[src/rtl/nec_ir_decoder.sv]
// NEC IR frame decoder: times marks/spaces against tolerance windows, decodes 32-bit frames and repeats.
// Define NEC_IR_DECODER_CHECK_EN to enable command integrity check and 8/16-bit address detection.
module nec_ir_decoder #(
  parameter int CLOCK_HZ          = 50_000_000,
  parameter int TOLERANCE_PCT     = 25,
  parameter bit RX_ACTIVE_LOW     = 1'b1,
  parameter int REPEAT_TIMEOUT_MS = 120
) (
  input  logic        clkIN,
  input  logic        resetIN,
  input  logic        rxIN,
  output logic        dataValidOUT,
  output logic        repeatOUT,
  output logic        heldOUT,
  output logic        errorOUT,
  output logic        extendedOUT,
  output logic [15:0] addressOUT,
  output logic [7:0]  commandOUT,
  output logic [31:0] dataOUT
);

  localparam int T    = int'((64'(CLOCK_HZ) * 64'd5625) / 64'd10_000_000);
  localparam int SAT  = 20 * T + 1;
  localparam int CW   = $clog2(SAT + 1);
  localparam int HOLD = int'((64'(REPEAT_TIMEOUT_MS) * 64'(CLOCK_HZ)) / 64'd1000);
  localparam int HW   = $clog2(HOLD + 1);

  function automatic logic [CW-1:0] win(input int units, input int pct);
    return CW'(units * T * pct / 100);
  endfunction

  localparam logic [CW-1:0] LO1  = win(1,  100 - TOLERANCE_PCT);
  localparam logic [CW-1:0] HI1  = win(1,  100 + TOLERANCE_PCT);
  localparam logic [CW-1:0] LO3  = win(3,  100 - TOLERANCE_PCT);
  localparam logic [CW-1:0] HI3  = win(3,  100 + TOLERANCE_PCT);
  localparam logic [CW-1:0] LO4  = win(4,  100 - TOLERANCE_PCT);
  localparam logic [CW-1:0] HI4  = win(4,  100 + TOLERANCE_PCT);
  localparam logic [CW-1:0] LO8  = win(8,  100 - TOLERANCE_PCT);
  localparam logic [CW-1:0] HI8  = win(8,  100 + TOLERANCE_PCT);
  localparam logic [CW-1:0] LO16 = win(16, 100 - TOLERANCE_PCT);
  localparam logic [CW-1:0] HI16 = win(16, 100 + TOLERANCE_PCT);
  localparam logic [CW-1:0] SATV = CW'(SAT);

  typedef enum logic [2:0] {
    IDLE, LEAD_MARK, LEAD_SPACE, BIT_MARK, BIT_SPACE, STOP_MARK, REPEAT_MARK
  } state_t;

  state_t        state_q, state_d;
  logic          sync1_q, sync2_q, mark_q;
  logic [CW-1:0] cnt_q, cnt_d;
  logic [5:0]    bits_q, bits_d;
  logic [31:0]   shift_q, shift_d;
  logic [HW-1:0] hold_q, hold_d;
  logic          held_q, held_d;
  logic          dv_q, dv_d, rep_q, rep_d, err_q, err_d;
  logic          ext_q;
  logic [15:0]   addr_q;
  logic [7:0]    cmd_q;
  logic [31:0]   data_q;

  logic          mark, rise, fall, sat;
  logic          m1, m3, m4, m8, m16;
  logic          chk_ok, ext_pub;
  logic [15:0]   addr_pub;

  assign mark = sync2_q ^ RX_ACTIVE_LOW;
  assign rise = mark & ~mark_q;
  assign fall = ~mark & mark_q;
  assign sat  = (cnt_q == SATV);
  assign m1   = (cnt_q >= LO1)  && (cnt_q <= HI1);
  assign m3   = (cnt_q >= LO3)  && (cnt_q <= HI3);
  assign m4   = (cnt_q >= LO4)  && (cnt_q <= HI4);
  assign m8   = (cnt_q >= LO8)  && (cnt_q <= HI8);
  assign m16  = (cnt_q >= LO16) && (cnt_q <= HI16);

  always_comb begin
    addr_pub = shift_q[15:0];
    ext_pub  = 1'b0;
    chk_ok   = 1'b1;
`ifdef NEC_IR_DECODER_CHECK_EN
    chk_ok = (shift_q[31:24] == ~shift_q[23:16]);
    if (shift_q[15:8] == ~shift_q[7:0]) addr_pub = {8'h00, shift_q[7:0]};
    else                                 ext_pub  = 1'b1;
`endif
  end

  // cnt_q at an edge equals the length of the level that just ended
  always_comb begin
    cnt_d = cnt_q;
    if (rise || fall) cnt_d = CW'(1);
    else if (!sat)    cnt_d = cnt_q + 1'b1;
  end

  always_comb begin
    state_d = state_q;
    bits_d  = bits_q;
    shift_d = shift_q;
    dv_d    = 1'b0;
    rep_d   = 1'b0;
    err_d   = 1'b0;
    case (state_q)
      IDLE:      if (rise) state_d = LEAD_MARK;
      LEAD_MARK: if (fall) state_d = m16 ? LEAD_SPACE : IDLE;
      LEAD_SPACE: begin
        if (rise) begin
          if (m8) begin
            bits_d  = '0;
            state_d = BIT_MARK;
          end else if (m4) begin
            state_d = REPEAT_MARK;
          end else begin
            err_d   = 1'b1;
            state_d = IDLE;
          end
        end else if (sat) begin
          err_d   = 1'b1;
          state_d = IDLE;
        end
      end
      BIT_MARK: begin
        if (fall) begin
          state_d = m1 ? BIT_SPACE : IDLE;
          err_d   = ~m1;
        end
      end
      BIT_SPACE: begin
        if (rise) begin
          if (m1 || m3) begin
            shift_d = {m3, shift_q[31:1]};
            bits_d  = bits_q + 6'd1;
            state_d = (bits_q == 6'd31) ? STOP_MARK : BIT_MARK;
          end else begin
            err_d   = 1'b1;
            state_d = IDLE;
          end
        end else if (sat) begin
          err_d   = 1'b1;
          state_d = IDLE;
        end
      end
      STOP_MARK: begin
        if (fall) begin
          dv_d    = m1 & chk_ok;
          err_d   = ~(m1 & chk_ok);
          state_d = IDLE;
        end
      end
      REPEAT_MARK: begin
        if (fall) begin
          rep_d   = m1 & held_q;
          err_d   = ~m1;
          state_d = IDLE;
        end
      end
      default: state_d = IDLE;
    endcase
  end

  // A repeat landing on the expiry cycle reloads before the countdown clears heldOUT
  always_comb begin
    hold_d = hold_q;
    held_d = held_q;
    if (dv_d || rep_d) begin
      hold_d = HW'(HOLD);
      held_d = 1'b1;
    end else if (err_d) begin
      hold_d = '0;
      held_d = 1'b0;
    end else if (hold_q != '0) begin
      hold_d = hold_q - 1'b1;
      held_d = (hold_q != HW'(1));
    end
  end

  always_ff @(posedge clkIN) begin
    if (resetIN) begin
      sync1_q <= RX_ACTIVE_LOW;
      sync2_q <= RX_ACTIVE_LOW;
      mark_q  <= 1'b0;
      cnt_q   <= '0;
      state_q <= IDLE;
      bits_q  <= '0;
      shift_q <= '0;
      hold_q  <= '0;
      held_q  <= 1'b0;
      dv_q    <= 1'b0;
      rep_q   <= 1'b0;
      err_q   <= 1'b0;
      ext_q   <= 1'b0;
      addr_q  <= '0;
      cmd_q   <= '0;
      data_q  <= '0;
    end else begin
      sync1_q <= rxIN;
      sync2_q <= sync1_q;
      mark_q  <= mark;
      cnt_q   <= cnt_d;
      state_q <= state_d;
      bits_q  <= bits_d;
      shift_q <= shift_d;
      hold_q  <= hold_d;
      held_q  <= held_d;
      dv_q    <= dv_d;
      rep_q   <= rep_d;
      err_q   <= err_d;
      if (dv_d) begin
        data_q <= shift_q;
        addr_q <= addr_pub;
        cmd_q  <= shift_q[23:16];
        ext_q  <= ext_pub;
      end
    end
  end

  assign dataValidOUT = dv_q;
  assign repeatOUT    = rep_q;
  assign errorOUT     = err_q;
  assign heldOUT      = held_q;
  assign extendedOUT  = ext_q;
  assign addressOUT   = addr_q;
  assign commandOUT   = cmd_q;
  assign dataOUT      = data_q;

endmodule
[config.mk]
export PLATFORM = sky130hd
export DESIGN_NAME = nec_ir_decoder
export DESIGN_NICKNAME = d
export VERILOG_FILES = /design/src/rtl/nec_ir_decoder.sv
export SDC_FILE = /design/constraint.sdc
export NUM_CORES = 1
export LEC_CHECK = 0
export CAP_MARGIN = 20
export CELL_PAD_IN_SITES_DETAIL_PLACEMENT = 0
export CELL_PAD_IN_SITES_GLOBAL_PLACEMENT = 2
export CORE_MARGIN = 2
export CORE_UTILIZATION = 35
export DETAILED_ROUTE_END_ITERATION = 8
export GPL_ROUTABILITY_DRIVEN = 0
export PLACE_DENSITY = 0.8
export RECOVER_POWER = 100
export SLEW_MARGIN = 15
export SYNTH_ARGS = -nofsm -noshare
export SYNTH_HDL_FRONTEND = slang
export SYNTH_SLANG_ARGS = --single-unit
[constraint.sdc]
create_clock -name clkIN -period 4.45 [get_ports clkIN]
set_clock_uncertainty 0.1 [all_clocks]
set_input_delay 0.89 -clock clkIN [delete_from_list [all_inputs] [get_ports clkIN]]
set_output_delay 0.89 -clock clkIN [all_outputs]
set_load 0.02 [all_outputs]
[Word-level counts from Yosys, hierarchy flattened]
Cells that the tools add are included.
Operators by class
  add/sub/neg operators: 3
  order comparisons: 10
  equality and inequality tests: 18
  muxes and demuxes: 39
  bitwise gates (word level): 6
  reduce and logical (&&, ||, !) cells: 19
Operators with widths (number)
  2-to-1 mux 23 bit: 3
  2-to-1 mux 3 bit: 12
  2-to-1 mux 6 bit: 4
  != test 23 x 1 -> 1 bit (second input constant): 1
  nonzero test 23 bit: 1
  subtractor 23 x 1 -> 23 bit (second input constant): 1
  adder 20 x 1 -> 20 bit (second input constant): 1
  equality test 20 bit (second input constant): 1
  >= comparator 20 x 15 -> 1 bit (second input constant): 1
  >= comparator 20 x 16 -> 1 bit (second input constant): 1
  >= comparator 20 x 17 -> 1 bit (second input constant): 1
  >= comparator 20 x 18 -> 1 bit (second input constant): 1
  >= comparator 20 x 19 -> 1 bit (second input constant): 1
  less-or-equal comparator 20 x 16 -> 1 bit (second input constant): 1
  less-or-equal comparator 20 x 17 -> 1 bit (second input constant): 1
  less-or-equal comparator 20 x 18 -> 1 bit (second input constant): 1
  less-or-equal comparator 20 x 19 -> 1 bit (second input constant): 1
  less-or-equal comparator 20 bit (second input constant): 1
  one-hot mux 3 bit (6 select lines): 1
  2-to-1 mux 1 bit: 16
  != test 2 bit (second input constant): 7
  one-hot mux 6 bit (2 select lines): 1
  equality test 3 bit (second input constant): 3
  adder 6 x 1 -> 6 bit (second input constant): 1
  18 further kinds: 32
Storage, ports and cells
  register bits after elaboration: 147
  input bits: 3
  output and inout bits: 61

[Depth between registers and ports, before layout]
  word-level depth: 8
  depth in mapped cells: 11

[Worst setup path after synthesis]
OpenSTA, ideal clock, no wires.
  kind: register -> register
  from: register cnt_q[1]
  to: register shift_q[28]
  library setup time: 0.070 ns
  arrival: 2.356 ns
  slack: 1.924 ns
  stages on the path, launching flop included: 12
  period minus slack after synthesis: 2.526 ns
  path through: dfxtp_1 -> inv_1 -> ha_1 -> or4b_2 -> a31oi_1 -> o22ai_1 -> inv_2 -> a21o_1 -> clkbuf_1 -> buf_2 -> nand2_1 -> a21oi_1
On the way
  word-level cells in the longest chain between the ends: 4
  elaborated cells on any way between the ends: 8
  those cells by class: 4 x order compare; 4 x reduce/logical
RTL lines
  start: declaration: RTL line 50  | logic [CW-1:0] cnt_q, cnt_d;
  start signal: assignment: RTL line 197  | cnt_q <= cnt_d;
  >= comparator 20 x 15 -> 1 bit, or another cell as far along: RTL line 70  | assign m1 = (cnt_q >= LO1) && (cnt_q <= HI1);
  logical AND 1 bit (on tied branches): RTL line 70, 71
  logical OR 1 bit *: RTL line 128  | if (m1 || m3) begin
  AND reduction 3 bit (no line) *
  end signal: assignment: RTL line 200  | shift_q <= shift_d;
  end: declaration: RTL line 52  | logic [31:0] shift_q, shift_d;
Mark *: on every way between the ends. The rest lies on a longest branch, timed or not.
A chain may end at the register's enable or synchronous reset.

[Final worst setup path]
  from: register cnt_q[1]
  to: register hold_q[19]
On the way
  word-level cells in the longest chain between the ends: 8
  elaborated cells on any way between the ends: 32
  those cells by class: 8 x order compare; 1 x eq/ne; 14 x mux; 2 x bitwise; 7 x reduce/logical
RTL lines
  >= comparator 20 x 17 -> 1 bit, or another cell as far along: RTL line 72  | assign m4 = (cnt_q >= LO4) && (cnt_q <= HI4);
  logical AND 1 bit (on tied branches): RTL line 72, 70, 71
  2-to-1 mux 1 bit or logical OR 1 bit (tied branches): RTL line 109, 128
  2-to-1 mux 1 bit (on tied branches): RTL line 106, 128
  2-to-1 mux 1 bit (on tied branches): RTL line 105, 127
  one-hot mux 1 bit (3 select lines): RTL line 101  | case (state_q)
  2-to-1 mux 23 bit: RTL line 166  | end else if (err_d) begin
  2-to-1 mux 23 bit: RTL line 163  | if (dv_d || rep_d) begin
  end signal: assignment: RTL line 201  | hold_q <= hold_d;
  end: declaration: RTL line 53  | logic [HW-1:0] hold_q, hold_d;
Several ways; a longest one is shown, not always the timed one.

==> run metrics <==
synthesized area=6120 um2; cts hold-fix bufs=0; crit path max fanout=14; drt wl/cell=14.5 um; Die Y=136 um; post-DP HPWL=9910 um; synthesis-stage register bit count=123; Detailed Route WL=15000 um; Rows=48; chip width=136 um; post-synthesis compound-gate area fraction=16.4%; Top Usage Layer GRT=met2; final setup TNS=0 ns; Post-Synth XOR/XNOR Area=5.44%; final count of hold timing violations=0; H-tree depth=4; core area=17200 um2; crit path time final=3.42 ns; ys flop type=dfxtp_1; post-cts sizing count=0; GR Util met2=26.1%; max_cap viols=0; Tcrit/Tclk final=76.9%; Post-Synthesis Cells=789; Slew Limit Fails=0; IO Pins=64; syn nets=800; EDFF count, synth=0; CTS tree=yes; pin count of the biggest net entering global routing=67; Initial Utilization=35.6%; die area=18600 um2; TritonRoute pass-1 iters=4; layout cells sized above 1=6.81%; CTS Buf Count=17; met3 GRT Util=4.03%; slowest stage cell, crit path=a2111oi_0; Worst Setup EP=hold_q[19]; Final Total Pwr=3.30 mW; clock sinks=123; DRC viols=0; Synth Area in Simple Gates=27.3%; vias in the first global route=4954; Worst-Margin Slew=1.31 ns; outcome=complete, no violations; sequential cell area fraction in the yosys report=40.2%; first-pass GRT wire length=24800 um; Skew-Pair Late Insertion Delay=0.41 ns; largest family of logic cells by synthesized area=simple AND/OR/NAND/NOR gates; Setup Fix Bufs, Post-CTS=0; Power Dens Cells=460 nW/um2; Max stage delay on crit path=0.55 ns; GRT met1 Usage=22.0%; post-route ant nets=0; Hold Path Class=register to register; worst r2r src=cnt_q[1]; clock root buffer=clkbuf_16; initial drt markers=353; Post-synth ARST share=0%; Vias=5344; worst path cell trace=inv_1 -> ha_1 -> nand2b_1 -> a2111oi_0 -> o31ai_1 -> o211ai_1 -> clkbuf_1 -> nand3_1 -> nand4_1 -> o21ai_0; crit end category=register; unrepaired setup endpoints after global routing=no; critical path type=register to register; Netlist cell types=71; Adder-Cell Fraction of Synth Area=1.63%; crit path DAT=3.59 ns; worst rel slew slack=12.3%; Max Freq=292 MHz; Worst R2R Path Depth=10; Max clock buf depth=2; Worst VDD drop=0.248 mV; Port Buffers=62; Critical Path Start=cnt_q[1]; clk slew on worst S/H paths=0.05 ns; Critical Path RT=4.62 ns; Hold Startpoint=sync1_q; fillers=1766; Final setup viols=0; Total GRT Usage=16.7%; FF-to-FF End=hold_q[19]; Pleak=2.56 nW; Ys Warns=0; multiplexer area fraction after synthesis=0.674%; Syn Area/Cell=7.76 um2; Layout area overhead=17.3%; n_diodes=0; grt ovf=0; CP startpoint kind=register; initial antenna violation count=0; drt via density=5.17; final net count=807; Worst R2R Setup Slack=1.03 ns
[flip-flops by register name, summed over array words and instances, names as in the netlist]
register,flops
addressOUT,15
bits_q,6
cnt_q,20
commandOUT,7
dataOUT,10
dataValidOUT,1
errorOUT,1
heldOUT,1
hold_q,23
mark_q,1
repeatOUT,1
shift_q,32
state_q,3
sync1_q,1
sync2_q,1
[how the worst min path moves through the flow]
stage / to / cells after the start
after floorplan: sync2_q / 1
after global placement: sync2_q / 1
after detailed placement: sync2_q / 1
after CTS: sync2_q / 1
after global routing: mark_q / 1
final: sync2_q / 1
[final cells by class]
cell class	instances	area (um2)	share of cell area [%]
multi-input cells	565	3150	43.9
flip-flops and latches	123	2460	34.3
repair buffers	68	653	9.10
clock buffers	20	457	6.36
well taps	225	282	3.92
clock inverters	11	96.3	1.34
inverters	21	78.8	1.10
[per-stage QoR]
stage                     std cells  setup WS (ns)  hold slack, ns  utilization (%)  cell area [um2]
after floorplan                 789           1.92           0.289                -             6120
after global placement         1002           1.50           0.307             38.7             6650
after detailed placement       1002           1.51           0.308             38.7             6650
after CTS                      1033           1.45           0.328             41.9             7200
after global routing           1033          0.684           0.355             41.8             7180
final                          1033           1.03           0.321             41.8             7180
[per-layer routing]
metal	vias up	share of wire (%)
li1	2708	-
met1	2488	47
met2	124	47
met3	24	4.0
met4	0	1.6
met5	-	0
[cells by family (layout without fill, tap and decap cells)]
logic type / count (synthesis) / after routing
XOR/XNOR: 38 / 38
multiplexers: 4 / 4
buffers and inverters: 101 / 120
AO/OA/AOI/OAI: 169 / 169
AND/OR/NAND/NOR: 345 / 345
other: 1 / 1
adder cells (fa/ha/maj): 8 / 8
flip-flops: 123 / 123
[cells in the final DEF, fill, tap and decap left out, types with 20 or more instances in the layout]
cell type,netlist,final
o21ai_0,24,25
a21oi_1,90,91
inv_1,20,20
nor2_1,54,54
nand2_1,161,161
dfxtp_1,123,123
nand3_1,22,22
xnor2_1,21,21
dlygate4sd3_1,0,60
nor3_1,23,23
[power by group]
part,total (mW),switching (mW),internal [mW]
combinational,0.703,0.391,0.311
clock,1.29,0.503,0.790
sequential,1.31,0.106,1.20
[cell usage after synthesis (all sizes together) (7+ instances only)]
library cell | count | area share, %
nor2 | 54 | 3.3
nor4 | 9 | 1.0
ha | 8 | 1.6
inv | 21 | 1.3
a21oi | 91 | 7.5
o31ai | 7 | 0.86
nand4 | 15 | 1.7
nor3 | 24 | 2.0
nor2b | 7 | 0.76
buf | 46 | 4.9
or3 | 10 | 1.0
xnor2 | 21 | 3.0
dfxtp | 123 | 40
nand3 | 22 | 1.8
xor2 | 17 | 2.4
o21ai | 25 | 2.0
clkbuf | 34 | 2.1
nand2 | 161 | 9.9
[critical path: cells and delay by family, from the launching register on]
family / cells / cell delay (ns)
adders and majority gates: 1 / 0.24
DFF: 1 / 0.45
buffers and inverters: 2 / 0.66
AOI/OAI and AO/OA: 4 / 0.97
and+or+nand+nor: 3 / 0.84
Note: power is estimated with default switching activity, not from simulation.
